File: config.mk
export PLATFORM = sky130hd
export DESIGN_NAME = intsvc_master
export DESIGN_NICKNAME = d
export VERILOG_FILES = /design/src/rtl/intctrl_pkg.sv /design/src/rtl/intsvc_master_prio_enc8.sv /design/src/rtl/intsvc_master.sv
export SDC_FILE = /design/constraint.sdc
export NUM_CORES = 1
export LEC_CHECK = 0
export BUFFER_PORTS_ARGS = -buffer_cell sky130_fd_sc_hd__buf_4
export CAP_MARGIN = 0
export CORE_UTILIZATION = 47
export CTS_CLUSTER_DIAMETER = 50
export DETAILED_ROUTE_END_ITERATION = 7
export PLACE_DENSITY = 0.74
export SLEW_MARGIN = 20
export SYNTH_ARGS = -nofsm -noshare
export SYNTH_HDL_FRONTEND = slang
export SYNTH_SLANG_ARGS = --single-unit
File: constraint.sdc
create_clock -name clk -period 1.9 [get_ports clk]
set_clock_uncertainty 0.05 [all_clocks]
set_input_delay 0.095 -clock clk [delete_from_list [all_inputs] [get_ports clk]]
set_output_delay 0.095 -clock clk [all_outputs]
set_load 0.1 [all_outputs]
File: src/rtl/intctrl_pkg.sv
// Shared interrupt-controller definitions: register addresses, vector width, service FSM states.
// Pure declarations; no logic.
package intctrl_pkg;
    localparam logic [15:0] STATUS_ADDR_DEF = 16'h00EF;
    localparam logic [15:0] CLEAR_ADDR_DEF  = 16'h00FF;
    localparam int          VEC_W           = 8;

    typedef enum logic [2:0] {
        S_IDLE,
        S_RD,
        S_CAP,
        S_PRESENT,
        S_CLR,
        S_WAIT_DONE
    } state_t;
endpackage

File: src/rtl/intsvc_master_prio_enc8.sv
// Lowest-set-bit encoder: bit 0 wins. Purely combinational, zero latency, no flow control.
module prio_enc8 (
    input  logic [7:0] i_vec,
    output logic [2:0] o_idx,
    output logic       o_any
);
    always_comb begin
        o_idx = 3'd0;
        for (int i = 7; i >= 0; i--) begin
            if (i_vec[i]) o_idx = 3'(i);
        end
    end

    assign o_any = |i_vec;
endmodule

File: src/rtl/intsvc_master.sv
// Interrupt service initiator: reads intctrl status, presents the top source to the CPU, clears it.
// irq->int_req READ_LAT+2 cycles; holds int_req until int_ack, waits for int_done before re-arming.
module intsvc_master
    import intctrl_pkg::*;
#(
    parameter logic [15:0] STATUS_ADDR = STATUS_ADDR_DEF,
    parameter logic [15:0] CLEAR_ADDR  = CLEAR_ADDR_DEF,
    parameter int          READ_LAT    = 1,
    parameter int          WR_HOLD     = 2
) (
    input  logic              clk,
    input  logic              reset,
    input  logic              irq_i,
    output logic [15:0]       address_o,
    output logic              rd_o,
    output logic              wr_o,
    output logic [VEC_W-1:0]  data_o,
    input  logic [VEC_W-1:0]  data_i,
    output logic              bus_busy_o,
    output logic              int_req_o,
    output logic [2:0]        int_num_o,
    input  logic              int_ack_i,
    input  logic              int_done_i,
    output logic [7:0]        spurious_o
);
    localparam logic [2:0] RL_C = 3'(READ_LAT);
    localparam logic [2:0] WH_C = 3'(WR_HOLD);

    state_t           r_state;
    logic [2:0]       r_cnt;
    logic [VEC_W-1:0] r_status;
    logic             r_done_sticky;
    logic [15:0]      r_addr;
    logic             r_rd;
    logic             r_wr;
    logic [VEC_W-1:0] r_data;
    logic             r_busy;
    logic             r_req;
    logic [2:0]       r_num;
    logic [7:0]       r_spur;

    logic [2:0]       w_idx;
    logic             w_any;

    prio_enc8 u_prio (
        .i_vec (r_status),
        .o_idx (w_idx),
        .o_any (w_any)
    );

    always_ff @(posedge clk or posedge reset) begin
        if (reset) begin
            r_state       <= S_IDLE;
            r_cnt         <= 3'd0;
            r_status      <= '0;
            r_done_sticky <= 1'b0;
            r_addr        <= 16'h0000;
            r_rd          <= 1'b0;
            r_wr          <= 1'b0;
            r_data        <= '0;
            r_busy        <= 1'b0;
            r_req         <= 1'b0;
            r_num         <= 3'd0;
            r_spur        <= 8'd0;
        end else begin
            case (r_state)
                S_IDLE: begin
                    if (irq_i) begin
                        r_state <= S_RD;
                        r_busy  <= 1'b1;
                    end
                end
                S_RD: begin
                    if (!r_rd) begin
                        r_rd   <= 1'b1;
                        r_addr <= STATUS_ADDR;
                        r_cnt  <= 3'd1;
                    end else if (r_cnt == RL_C) begin
                        r_status <= data_i;
                        r_rd     <= 1'b0;
                        r_addr   <= 16'h0000;
                        r_state  <= S_CAP;
                    end else begin
                        r_cnt <= r_cnt + 3'd1;
                    end
                end
                S_CAP: begin
                    if (!w_any) begin
                        if (r_spur != 8'hFF) r_spur <= r_spur + 8'd1;
                        r_busy  <= 1'b0;
                        r_state <= S_IDLE;
                    end else begin
                        r_num   <= w_idx;
                        r_req   <= 1'b1;
                        r_state <= S_PRESENT;
                    end
                end
                S_PRESENT: begin
                    if (int_done_i) r_done_sticky <= 1'b1;
                    if (int_ack_i) begin
                        r_req   <= 1'b0;
                        r_addr  <= CLEAR_ADDR;
                        r_wr    <= 1'b1;
                        r_data  <= r_status & ~(VEC_W'(1) << r_num);
                        r_cnt   <= 3'd1;
                        r_state <= S_CLR;
                    end
                end
                S_CLR: begin
                    if (int_done_i) r_done_sticky <= 1'b1;
                    if (r_cnt == WH_C) begin
                        r_wr    <= 1'b0;
                        r_addr  <= 16'h0000;
                        r_data  <= '0;
                        r_state <= S_WAIT_DONE;
                    end else begin
                        r_cnt <= r_cnt + 3'd1;
                    end
                end
                S_WAIT_DONE: begin
                    // An early done was already latched, so this state can exit at once.
                    if (int_done_i || r_done_sticky) begin
                        r_done_sticky <= 1'b0;
                        r_busy        <= 1'b0;
                        r_state       <= S_IDLE;
                    end
                end
                default: begin
                    r_state <= S_IDLE;
                    r_busy  <= 1'b0;
                    r_rd    <= 1'b0;
                    r_wr    <= 1'b0;
                    r_req   <= 1'b0;
                    r_addr  <= 16'h0000;
                end
            endcase
        end
    end

    assign address_o  = r_addr;
    assign rd_o       = r_rd;
    assign wr_o       = r_wr;
    assign data_o     = r_data;
    assign bus_busy_o = r_busy;
    assign int_req_o  = r_req;
    assign int_num_o  = r_num;
    assign spurious_o = r_spur;
endmodule

==> out/qor_table.md, run 1 <==
| Group | Metric | This run |
| --- | --- | --- |
| setup path | Worst reg2reg setup slack | 0.04 ns |
| clocking | Worst-path clk slew | 0.08 ns |
| clocking | Clock root cell | sky130_fd_sc_hd__clkbuf_8 |
| drt | Total via count after detailed routing | 1715 |
| setup path | CP max FO | 9 |
| synthesis | Fraction of synthesized cell area taken by the top area cell type | 45.9% |
| drt | Number of iterations in the first detailed-routing pass | 4 |
| hold path | Worst Hold Depth | 3 |
| timing | Pin slew with the least headroom to its limit | 0.615 ns |
| hold path | Worst Hold End | r_done_sticky |
| timing | Headroom to the max-slew limit | 59.0% |
| floorplanning | Starting utilization of the core area | 49.4% |
| floorplanning | Die span in y | 70.1 um |
| setup path | Required time at the endpoint of the critical path | 2.02 ns |
| global route | Total routing resource utilization after global routing | 19.0% |
| setup path | Endpoint of the lowest-slack register-to-register path | r_status[6] |
| synthesis | Top cells by area, synth | sky130_fd_sc_hd__dfrtp_1 46%, sky130_fd_sc_hd__mux2_1 6.2%, sky130_fd_sc_hd__buf_4 5.5%, sky130_fd_sc_hd__mux2_4 5.5%, sky130_fd_sc_hd__inv_1 2.4% |
| setup path | FF-to-FF Start | r_cnt[1] |
| drt | Number of violations reported at the end of detailed-routing iteration 0 | 69 |
| timing | Number of setup violations in the final report | 0 |
| layout | Fraction of layout instances using a drive strength above 1 | 38.9% |
| job | Max Cap Violations | 0 |
| setup path | Critical Path Source Type | flop |
| global route | Pin count of the biggest net entering global routing | 18 |
| synthesis | Leading post-synthesis cells by instance count | 40 x sky130_fd_sc_hd__dfrtp_1, 16 x sky130_fd_sc_hd__buf_4, 14 x sky130_fd_sc_hd__inv_1, 12 x sky130_fd_sc_hd__mux2_1, 10 x sky130_fd_sc_hd__nand2_1 |
| clocking | Clock insertion delay at the later pin of the skew report | 0.30 ns |
| floorplanning | Die X-Extent | 70.1 um |
| layout | Number of filler cells placed in the layout | 366 |
| synthesis | Primary FF master, synth | sky130_fd_sc_hd__dfrtp_1 |
| clocking | CTS Buf Count | 5 |
| floorplanning | Ports | 52 |
| clocking | Clock tree from TritonCTS | yes |
| layout | Area growth, synth to finish | 30.9% |
| layout | Number of antenna diodes | 0 |
| synthesis | Async S/R FF share, synth | 100% |
| drt | Count of unresolved DRC violations after routing | 0 |
| clocking | Max Root-Sink Buffers | 2 |
| setup path | Critical path type | reg -> reg |
| drt | Routed wire per std cell | 13.9 um |
| synthesis | Top cell type by total area after synthesis | sky130_fd_sc_hd__dfrtp_1 |
| layout | Multi-input gate area | 1020 um^2 |
| global route | Congestion Overflow GR | 0 |
| hold path | Origin of the worst min-delay path | int_done_i |
| synthesis | Warnings from Yosys | 0 |
| placement | Number of port buffers | 43 |
| timing | Period Utilization, post-route | 97.7% |
| layout | Reg area | 1020 um^2 |
| synthesis | EDFF count, synth | 0 |
| synthesis | Dominant cell by count in the synthesized netlist | sky130_fd_sc_hd__dfrtp_1 |
| global route | Number of antenna violations at the first check in global routing | 0 |
| timing | Number of slew-limit violations in the final report | 0 |
| clocking | Clock sink count | 40 |
| synthesis | Synth Register Bits | 40 |
| drt | Antenna Nets Post-Route | 0 |
| timing | Endpoints failing hold | 0 |
| setup path | Crit path arrival time | 1.98 ns |
| drt | Detailed-route wire length | 4400 um |
| timing | Final worst path period need | 1.86 ns |
| synthesis | Area of the mapped netlist | 2180 um^2 |
| clocking | Clock H-tree levels | 2 |
| layout | Fraction of the core area covered by cells at the end of the flow | 64.7% |
| status | Result of the run | completed |
| setup path | Critical path endpoint category | flop |
| synthesis | Per-instance average area after synthesis | 11.0 um^2 |
| layout | Post-layout nets | 281 |
| drt | Routed via count divided by cell count | 5.41 |
| floorplanning | Placeable core region | 4410 um^2 |
| floorplanning | Number of cell rows | 24 |
| synthesis | Count of unique library cells instantiated by Yosys | 50 |
| floorplanning | Die Outline Area | 4920 um^2 |
| global route | Vias in the first global route | 1605 |
| setup path | Cells on worst reg2reg path | 6 |
| synthesis | Portion of the post-synthesis area used by sequential elements | 45.9% |
| synthesis | Mapped Cells | 199 |
| placement | Half-perimeter wire length after placement | 3300 um |
| timing | RSZ-0062 raised after global routing | true |
| global route | Global-route wire length before repair | 7370 um |
| placement | Final weighted congestion in routability-driven placement | 0.863 |
| timing | Highest attainable clock frequency | 539 MHz |
| hold path | Worst hold-check path type | in -> reg |
-- layer usage --
layer	track usage [%]	routed length, um	vias up
met5	0	0	-
met4	8.44	49	0
met3	3.46	206	5
met2	29.6	2100	53
met1	25.9	2040	836
li1	-	-	821
-- worst max-delay path, cell delays in order (launching register included) --
cell,delay (ns)
sky130_fd_sc_hd__dfrtp_1,0.38
sky130_fd_sc_hd__inv_1,0.06
sky130_fd_sc_hd__ha_1,0.13
sky130_fd_sc_hd__nand2b_1,0.07
sky130_fd_sc_hd__or4_1,0.53
sky130_fd_sc_hd__buf_6,0.18
sky130_fd_sc_hd__mux2_1,0.31
-- registers in the layout, summed over array words and instances (netlist names), 2 cells and up --
register / count
spurious_o: 8
r_state: 3
data_o: 8
address_o: 2
int_num_o: 3
r_status: 8
r_cnt: 3
-- repair_timing --
action	4_1_cts	5_1_grt
setup endpoints to repair	0	20
gates resized for setup	0	4
hold endpoints to repair	22	0
hold buffers	9	0
setup buffers	0	1
-- worst max path at each step --
stage / end / slack (ns) / cells after the start / from
after global routing: r_status[6] / -0.02 / 5 / r_cnt[0]
after global placement: data_o[5] / 0.03 / 5 / r_state[0]
after floorplan: r_cnt[2] / -0.03 / 6 / rd_o
after CTS: data_o[4] / 0.01 / 5 / r_state[0]
after detailed placement: data_o[3] / 0.04 / 5 / r_state[0]
final: r_status[6] / 0.04 / 6 / r_cnt[1]
-- logic make-up after synthesis --
kind of cell,share of synthesized area [%]
and+or+nand+nor,11.1
AOI/OAI and AO/OA,16.1
DFF,45.9
adders and majority gates,2.29
muxes,12.2
buffers and inverters,9.47
xor gates and xnor gates,2.81
other,0.172
-- metrics by stage --
step	setup slack [ns]	cells	cell area, um^2	hold slack, ns	TNS (ns)
global route	-0.0163	317	2850	0.0264	-0.0471
finish	0.0437	317	2850	0.0184	0
global placement	0.0345	299	2650	0.161	0
detailed placement	0.0399	299	2650	0.162	0
CTS	0.00973	316	2830	0.0168	0
floorplan	-0.0350	206	2240	0.177	-0.0350
-- cells in the final DEF (no fill, tap or decap), types with 5 or more instances in the layout --
cell,instances
sky130_fd_sc_hd__dfrtp_1,29
sky130_fd_sc_hd__nand3_1,5
sky130_fd_sc_hd__buf_4,63
sky130_fd_sc_hd__nor3_1,5
sky130_fd_sc_hd__dfrtp_2,8
sky130_fd_sc_hd__mux2_1,12
sky130_fd_sc_hd__inv_1,14
sky130_fd_sc_hd__conb_1,8
sky130_fd_sc_hd__nand2_1,10
sky130_fd_sc_hd__mux2_4,8
sky130_fd_sc_hd__clkbuf_8,6
sky130_fd_sc_hd__dlygate4sd3_1,9
sky130_fd_sc_hd__xnor2_1,6
sky130_fd_sc_hd__a21oi_1,9
-- cell type report --
| cell class | instances | area share (%) |
|---|---|---|
| sequential | 40 | 35.8 |
| clock inverter | 2 | 0.351 |
| multi-input combinational | 128 | 35.9 |
| tap | 52 | 2.28 |
| inverter | 15 | 1.97 |
| clock buffer | 6 | 2.89 |
| timing repair buffer | 74 | 20.8 |
Power of run 1 is left out: the tool's default activity adds up to more than one toggle a clock period on the data nets, which glitch-free logic cannot reach.
==> run 2: changes to the inputs <==
- CELL_PAD_IN_SITES_DETAIL_PLACEMENT: unset -> 1
- CELL_PAD_IN_SITES_GLOBAL_PLACEMENT: unset -> 1
- CORE_UTILIZATION: 47 -> 37
- PLACE_DENSITY: 0.74 -> unset
- PLACE_DENSITY_LB_ADDON: unset -> 0.1
==> run 2 against run 1 <==
  * Maximum frequency rose by 0.44%
  * Sequential cell count stayed put
  * First-iteration DRC count down 30%
  * Sequential share of layout area decreased by 1.2 points
  * Die area is 26% higher
  * Utilization fell by 12 points
  * Final area increased by 3.6%
  * Highest routed layer unchanged
==> out/qor_table.md, run 2 (same netlist as run 1, synthesis figures left out) <==
| Group | Metric | This run | Delta |
| --- | --- | --- | --- |
| drt | Count of unresolved DRC violations after routing | 0 | unchanged |
| setup path | Critical path type | reg -> reg |  |
| setup path | Cell with the largest stage delay on the worst path | sky130_fd_sc_hd__dfrtp_2 |  |
| layout | Final cell area excluding filler cells | 2960 um^2 | +3.6% |
| timing | Pin slew with the least headroom to its limit | 0.538 ns | -0.0769 ns |
| placement | Final weighted congestion in routability-driven placement | 0.814 | -5.6% |
| placement | Post-Place Cells | 316 | +5.7% |
| floorplanning | Placeable core region | 5610 um^2 | +27% |
| global route | Pin count of the biggest net entering global routing | 41 | +23 |
| setup path | Combined buffer and inverter count along the critical path | 1 | -1 |
| layout | Number of standard cells in the layout, taps in and fillers out | 338 | +6.6% |
| floorplanning | Die Outline Area | 6210 um^2 | +26% |
| layout | Number of antenna diodes | 0 | unchanged |
| timing | Period Utilization, post-route | 97.3% | -0.43 points |
| clocking | Clock insertion delay at the later pin of the skew report | 0.30 ns | about the same |
| floorplanning | Starting utilization of the core area | 38.9% | -11 points |
| drt | Total via count after detailed routing | 1750 | +2.0% |
| setup path | Cell breakdown of the critical path | or3b_4 > a21oi_4 > buf_4 > o21ai_4 > o21bai_1 > a22o_1 |  |
| floorplanning | Number of cell rows | 27 | +13% |
| hold path | Worst hold-check path type | in -> reg |  |
| setup path | Required time at the endpoint of the critical path | 2.04 ns | +0.02 ns |
| placement | Number of port buffers | 43 | unchanged |
| drt | Antenna Nets Post-Route | 0 | unchanged |
| global route | Vias in the first global route | 1844 | +15% |
| timing | Post-route setup slack | 0.0518 ns | +0.00809 ns |
| clocking | Max Root-Sink Buffers | 2 | unchanged |
| clocking | Clock H-tree levels | 2 | unchanged |
| global route | Number of antenna violations at the first check in global routing | 0 | unchanged |
| layout | Commonest non-fill, non-tap cells in the layout | 63 x sky130_fd_sc_hd__buf_4, 27 x sky130_fd_sc_hd__dfrtp_1, 14 x sky130_fd_sc_hd__inv_1 |  |
| global route | Global-route wire length before repair | 9090 um | +23% |
| timing | Number of slew-limit violations in the final report | 0 | unchanged |
| clocking | Clock sink count | 40 | unchanged |
| clocking | Clock tree from TritonCTS | yes |  |
| setup path | Critical Path Source Type | flop |  |
| setup path | Critical path endpoint category | flop |  |
| drt | Number of iterations in the first detailed-routing pass | 4 | unchanged |
| floorplanning | Die X-Extent | 78.8 um | +12% |
| floorplanning | Die span in y | 78.8 um | +12% |
| drt | Routed via count divided by cell count | 5.18 | -4.3% |
| drt | Routed wire per std cell | 16.3 um | +17% |
| timing | Highest attainable clock frequency | 541 MHz | +0.44% |
| layout | Area growth, synth to finish | 35.6% |  |
| timing | Headroom to the max-slew limit | 64.1% | +5.2 points |
| status | Result of the run | completed |  |
| setup path | Worst reg2reg setup slack | 0.05 ns | about the same |
| drt | Detailed-route wire length | 5490 um | +25% |
| placement | Half-perimeter wire length after placement | 3980 um | +21% |
| global route | Congestion Overflow GR | 0 | unchanged |
| setup path | CP max FO | 8 | -1 |
| global route | Total routing resource utilization after global routing | 19.3% | +0.29 points |
| timing | Endpoints failing hold | 0 | unchanged |
| timing | Number of setup violations in the final report | 0 | unchanged |
| clocking | Worst-path clk slew | 0.08 ns | about the same |
| floorplanning | Ports | 52 | unchanged |
| setup path | Crit path arrival time | 1.99 ns | about the same |
| setup path | Largest delay contributor family on the critical path | compound AO/OA/AOI/OAI gates |  |
| layout | Post-layout nets | 282 | +0.36% |
| layout | Leading cell type in the layout, fill and taps excluded | sky130_fd_sc_hd__buf_4 |  |
| setup path | Maximum single-stage delay on the critical path | 0.46 ns | -0.07 ns |
| clocking | Clock root cell | sky130_fd_sc_hd__clkbuf_8 |  |
| drt | Number of violations reported at the end of detailed-routing iteration 0 | 48 | -30% |
| clocking | CTS Buf Count | 5 | unchanged |
| placement | Placement-stage worst setup slack | -0.0579 ns | -0.0978 ns |
| placement | Cell area after placement | 2640 um^2 | -0.38% |
| job | Max Cap Violations | 0 | unchanged |
| layout | Fraction of layout instances using a drive strength above 1 | 41.4% | +2.5 points |
| timing | Final worst path period need | 1.85 ns | -0.00809 ns |
run 2: changes by cell type in the layout (fill, tap and decap cells not counted), moves of 2 or more:
cell,delta
sky130_fd_sc_hd__dfrtp_1,-2
sky130_fd_sc_hd__dfrtp_2,+2
sky130_fd_sc_hd__nor4_2,-2
sky130_fd_sc_hd__nor4_4,+2
run 2: metal layers:
metal,GRT usage [%],vias to the layer above,part of all wire [%]
met5,0,-,0
met4,8.15,0,1.3
met3,3.22,7,3.8
met2,33.8,43,52
met1,23.3,881,43
li1,-,819,-
run 2: per-stage QoR:
stage	hold WS, ns	util, %	setup TNS (ns)
2_1_floorplan	0.177	-	-0.0350
3_3_place_gp	0.203	47.0	-0.0214
3_5_place_dp	0.221	47.0	-0.159
4_1_cts	0.00730	51.4	0
5_1_grt	0.0176	52.7	-0.00169
6_report	0.0133	52.7	0
run 2: layout make-up:
class,instances,area [um^2]
clock buffer,5,68.8
timing repair buffer,75,606
tap,72,90.1
clock inverter,3,42.5
fill,625,2650
sequential,40,1020
inverter,15,56.3
multi-input combinational,128,1070
run 2: worst paths after layout:
| kind | from | end | cells past startpoint |
|---|---|---|---|
| worst min register to register | spurious_o[5] | spurious_o[5] | 1 |
| min in group asynchronous | reset | spurious_o[7] | 4 |
| worst max-delay path | r_state[1] | r_cnt[2] | 6 |
| worst max register to register | r_state[1] | r_cnt[2] | 6 |
| max in group asynchronous | reset | spurious_o[2] | 4 |
| worst min-delay path | int_done_i | r_done_sticky | 3 |
run 2: what timing repair did:
item	in CTS	in global routing
pin swaps	1	3
hold buffers	9	0
hold endpoints to repair	48	0
resized for setup	5	12
endpoints found under the setup margin	19	25
setup buffers	1	3
cloned	1	0
run 2: worst min-delay path, cell delays in order:
cell and delay, ns:
sky130_fd_sc_hd__buf_4 0.09, sky130_fd_sc_hd__a22oi_1 0.07, sky130_fd_sc_hd__o21ai_1 0.07
Power of run 2 is left out for the same reason.
==> run 3: changes to the inputs <==
- MAX_ROUTING_LAYER: unset -> met4
==> run 3 against run 2 <==
  * Cell count grew 0.30%
  * Routed wire length grew 2.1%
  * Clock-buffer cell count is the same
  * Sequential share of layout area increased by 0.059 points
  * Utilization shrank 0.089 points
  * Final area is 0.17% lower
  * Via count grew 0.86%
==> out/qor_table.md, run 3 (same netlist as run 1, synthesis figures left out) <==
| Group | Metric | This run | Delta |
| --- | --- | --- | --- |
| clocking | Max Root-Sink Buffers | 2 | unchanged |
| placement | Placement-stage worst setup slack | -0.0579 ns | unchanged |
| clocking | Clock H-tree levels | 2 | unchanged |
| timing | Post-route setup slack | 0.0466 ns | -0.00525 ns |
| placement | Half-perimeter wire length after placement | 3980 um | unchanged |
| layout | Leading cell type in the layout, fill and taps excluded | sky130_fd_sc_hd__buf_4 |  |
| placement | Cell area after placement | 2640 um^2 | unchanged |
| setup path | Largest delay contributor family on the critical path | simple AND/OR/NAND/NOR gates |  |
| global route | Number of antenna violations at the first check in global routing | 0 | unchanged |
| placement | Number of port buffers | 43 | unchanged |
| clocking | Clock sink count | 40 | unchanged |
| drt | Count of unresolved DRC violations after routing | 0 | unchanged |
| floorplanning | Die X-Extent | 78.8 um | unchanged |
| drt | Total via count after detailed routing | 1765 | +0.86% |
| timing | Pin slew with the least headroom to its limit | 0.529 ns | -0.00880 ns |
| setup path | CP max FO | 8 | unchanged |
| clocking | CTS Buf Count | 5 | unchanged |
| layout | Fraction of layout instances using a drive strength above 1 | 41.9% | +0.59 points |
| timing | Number of setup violations in the final report | 0 | unchanged |
| global route | Vias in the first global route | 1841 | -0.16% |
| drt | Number of iterations in the first detailed-routing pass | 4 | unchanged |
| global route | Congestion Overflow GR | 0 | unchanged |
| setup path | Cell with the largest stage delay on the worst path | sky130_fd_sc_hd__dfrtp_2 |  |
| floorplanning | Die span in y | 78.8 um | unchanged |
| setup path | Cell breakdown of the critical path | buf_4 > nand2b_1 > nor2_1 > o21ai_0 > nand3_1 > mux2_1 |  |
| placement | Final weighted congestion in routability-driven placement | 0.826 | +1.5% |
| clocking | Worst-path clk slew | 0.09 ns | about the same |
| global route | Total routing resource utilization after global routing | 19.9% | +0.57 points |
| timing | Final worst path period need | 1.85 ns | +0.00525 ns |
| clocking | Clock insertion delay at the later pin of the skew report | 0.31 ns | about the same |
| setup path | Critical Path Source Type | flop |  |
| layout | Number of antenna diodes | 0 | unchanged |
| setup path | Critical path endpoint category | flop |  |
| timing | Highest attainable clock frequency | 540 MHz | -0.28% |
| drt | Number of violations reported at the end of detailed-routing iteration 0 | 88 | +83% |
| floorplanning | Number of cell rows | 27 | unchanged |
| setup path | Crit path arrival time | 2.00 ns | about the same |
| global route | Pin count of the biggest net entering global routing | 41 | unchanged |
| drt | Detailed-route wire length | 5610 um | +2.1% |
| drt | Routed via count divided by cell count | 5.21 | +0.56% |
| job | Max Cap Violations | 0 | unchanged |
| global route | Global-route wire length before repair | 9070 um | -0.31% |
| layout | Area growth, synth to finish | 35.3% |  |
| timing | Headroom to the max-slew limit | 64.7% | +0.59 points |
| status | Result of the run | completed |  |
| floorplanning | Ports | 52 | unchanged |
| setup path | Maximum single-stage delay on the critical path | 0.45 ns | about the same |
| timing | Period Utilization, post-route | 97.5% | +0.28 points |
| drt | Antenna Nets Post-Route | 0 | unchanged |
| hold path | Worst hold-check path type | in -> reg |  |
| floorplanning | Starting utilization of the core area | 38.9% | unchanged |
| drt | Routed wire per std cell | 16.5 um | +1.8% |
| layout | Multi-input gate area | 1080 um^2 | +1.1% |
| layout | Post-layout nets | 283 | +0.35% |
| layout | Final cell area excluding filler cells | 2950 um^2 | -0.17% |
| layout | Number of filler cells placed in the layout | 627 | +0.32% |
| timing | Number of slew-limit violations in the final report | 0 | unchanged |
| setup path | Required time at the endpoint of the critical path | 2.05 ns | about the same |
| setup path | Combined buffer and inverter count along the critical path | 1 | unchanged |
| clocking | Clock root cell | sky130_fd_sc_hd__clkbuf_8 |  |
| layout | Reg area | 1020 um^2 | unchanged |
| setup path | Critical path type | reg -> reg |  |
| timing | Endpoints failing hold | 0 | unchanged |
| clocking | Clock tree from TritonCTS | yes |  |
| layout | Commonest non-fill, non-tap cells in the layout | 65 x sky130_fd_sc_hd__buf_4, 27 x sky130_fd_sc_hd__dfrtp_1, 14 x sky130_fd_sc_hd__inv_1 |  |
| floorplanning | Placeable core region | 5610 um^2 | unchanged |
| floorplanning | Die Outline Area | 6210 um^2 | unchanged |
[run 3: what timing repair did]
item	CTS	global route
gates resized for setup	5	12
endpoints found under the hold margin	48	0
gates cloned	1	1
hold buffers	9	0
setup buffers	1	3
setup endpoints to repair	19	25
pin swaps	1	2
[run 3: final timing paths]
path                       slack (ns)  cells past startpoint     startpoint       endpoint
setup reg to reg                 0.05                      6     r_state[1]     r_state[0]
hold reg to reg                  0.44                      1  spurious_o[5]  spurious_o[5]
max in group asynchronous        0.96                      4          reset           rd_o
min in group asynchronous        0.44                      4          reset  r_done_sticky
setup / recovery                 0.05                      6     r_state[1]     r_state[0]
hold / removal                  0.008                      3     int_done_i  r_done_sticky
[run 3: cell type report]
cell class	instances	area share, %
flip-flops and latches	40	34.7
well taps	72	3.05
clock inverters	3	1.44
clock buffers	5	2.33
multi-input cells	129	36.6
inverters	15	1.91
repair buffers	75	20.0
[run 3: metrics by stage]
stage	utilization, %	std cells	setup TNS, ns	hold WS [ns]
floorplan	-	206	-0.0350	0.177
global placement	47.0	316	-0.0214	0.203
detailed placement	47.0	316	-0.159	0.221
CTS	51.4	335	0	0.00730
global route	52.6	339	-0.0000626	0.0151
finish	52.6	339	0	0.00754
[run 3: per-layer routing]
| layer | vias to the layer above | global-route usage, % | routed length, um |
|---|---|---|---|
| met1 | 893 | 23.6 | 2480 |
| met2 | 41 | 33.7 | 2840 |
| met4 | 0 | 8.15 | 73 |
| li1 | 824 | - | - |
| met3 | 7 | 3.22 | 216 |
| met5 | - | - | 0 |
[run 3: worst min-delay path, stage by stage]
cell                      delay (ns)
sky130_fd_sc_hd__buf_4          0.09
sky130_fd_sc_hd__a22oi_1        0.07
sky130_fd_sc_hd__o21ai_1        0.07
Power of run 3 is left out for the same reason.
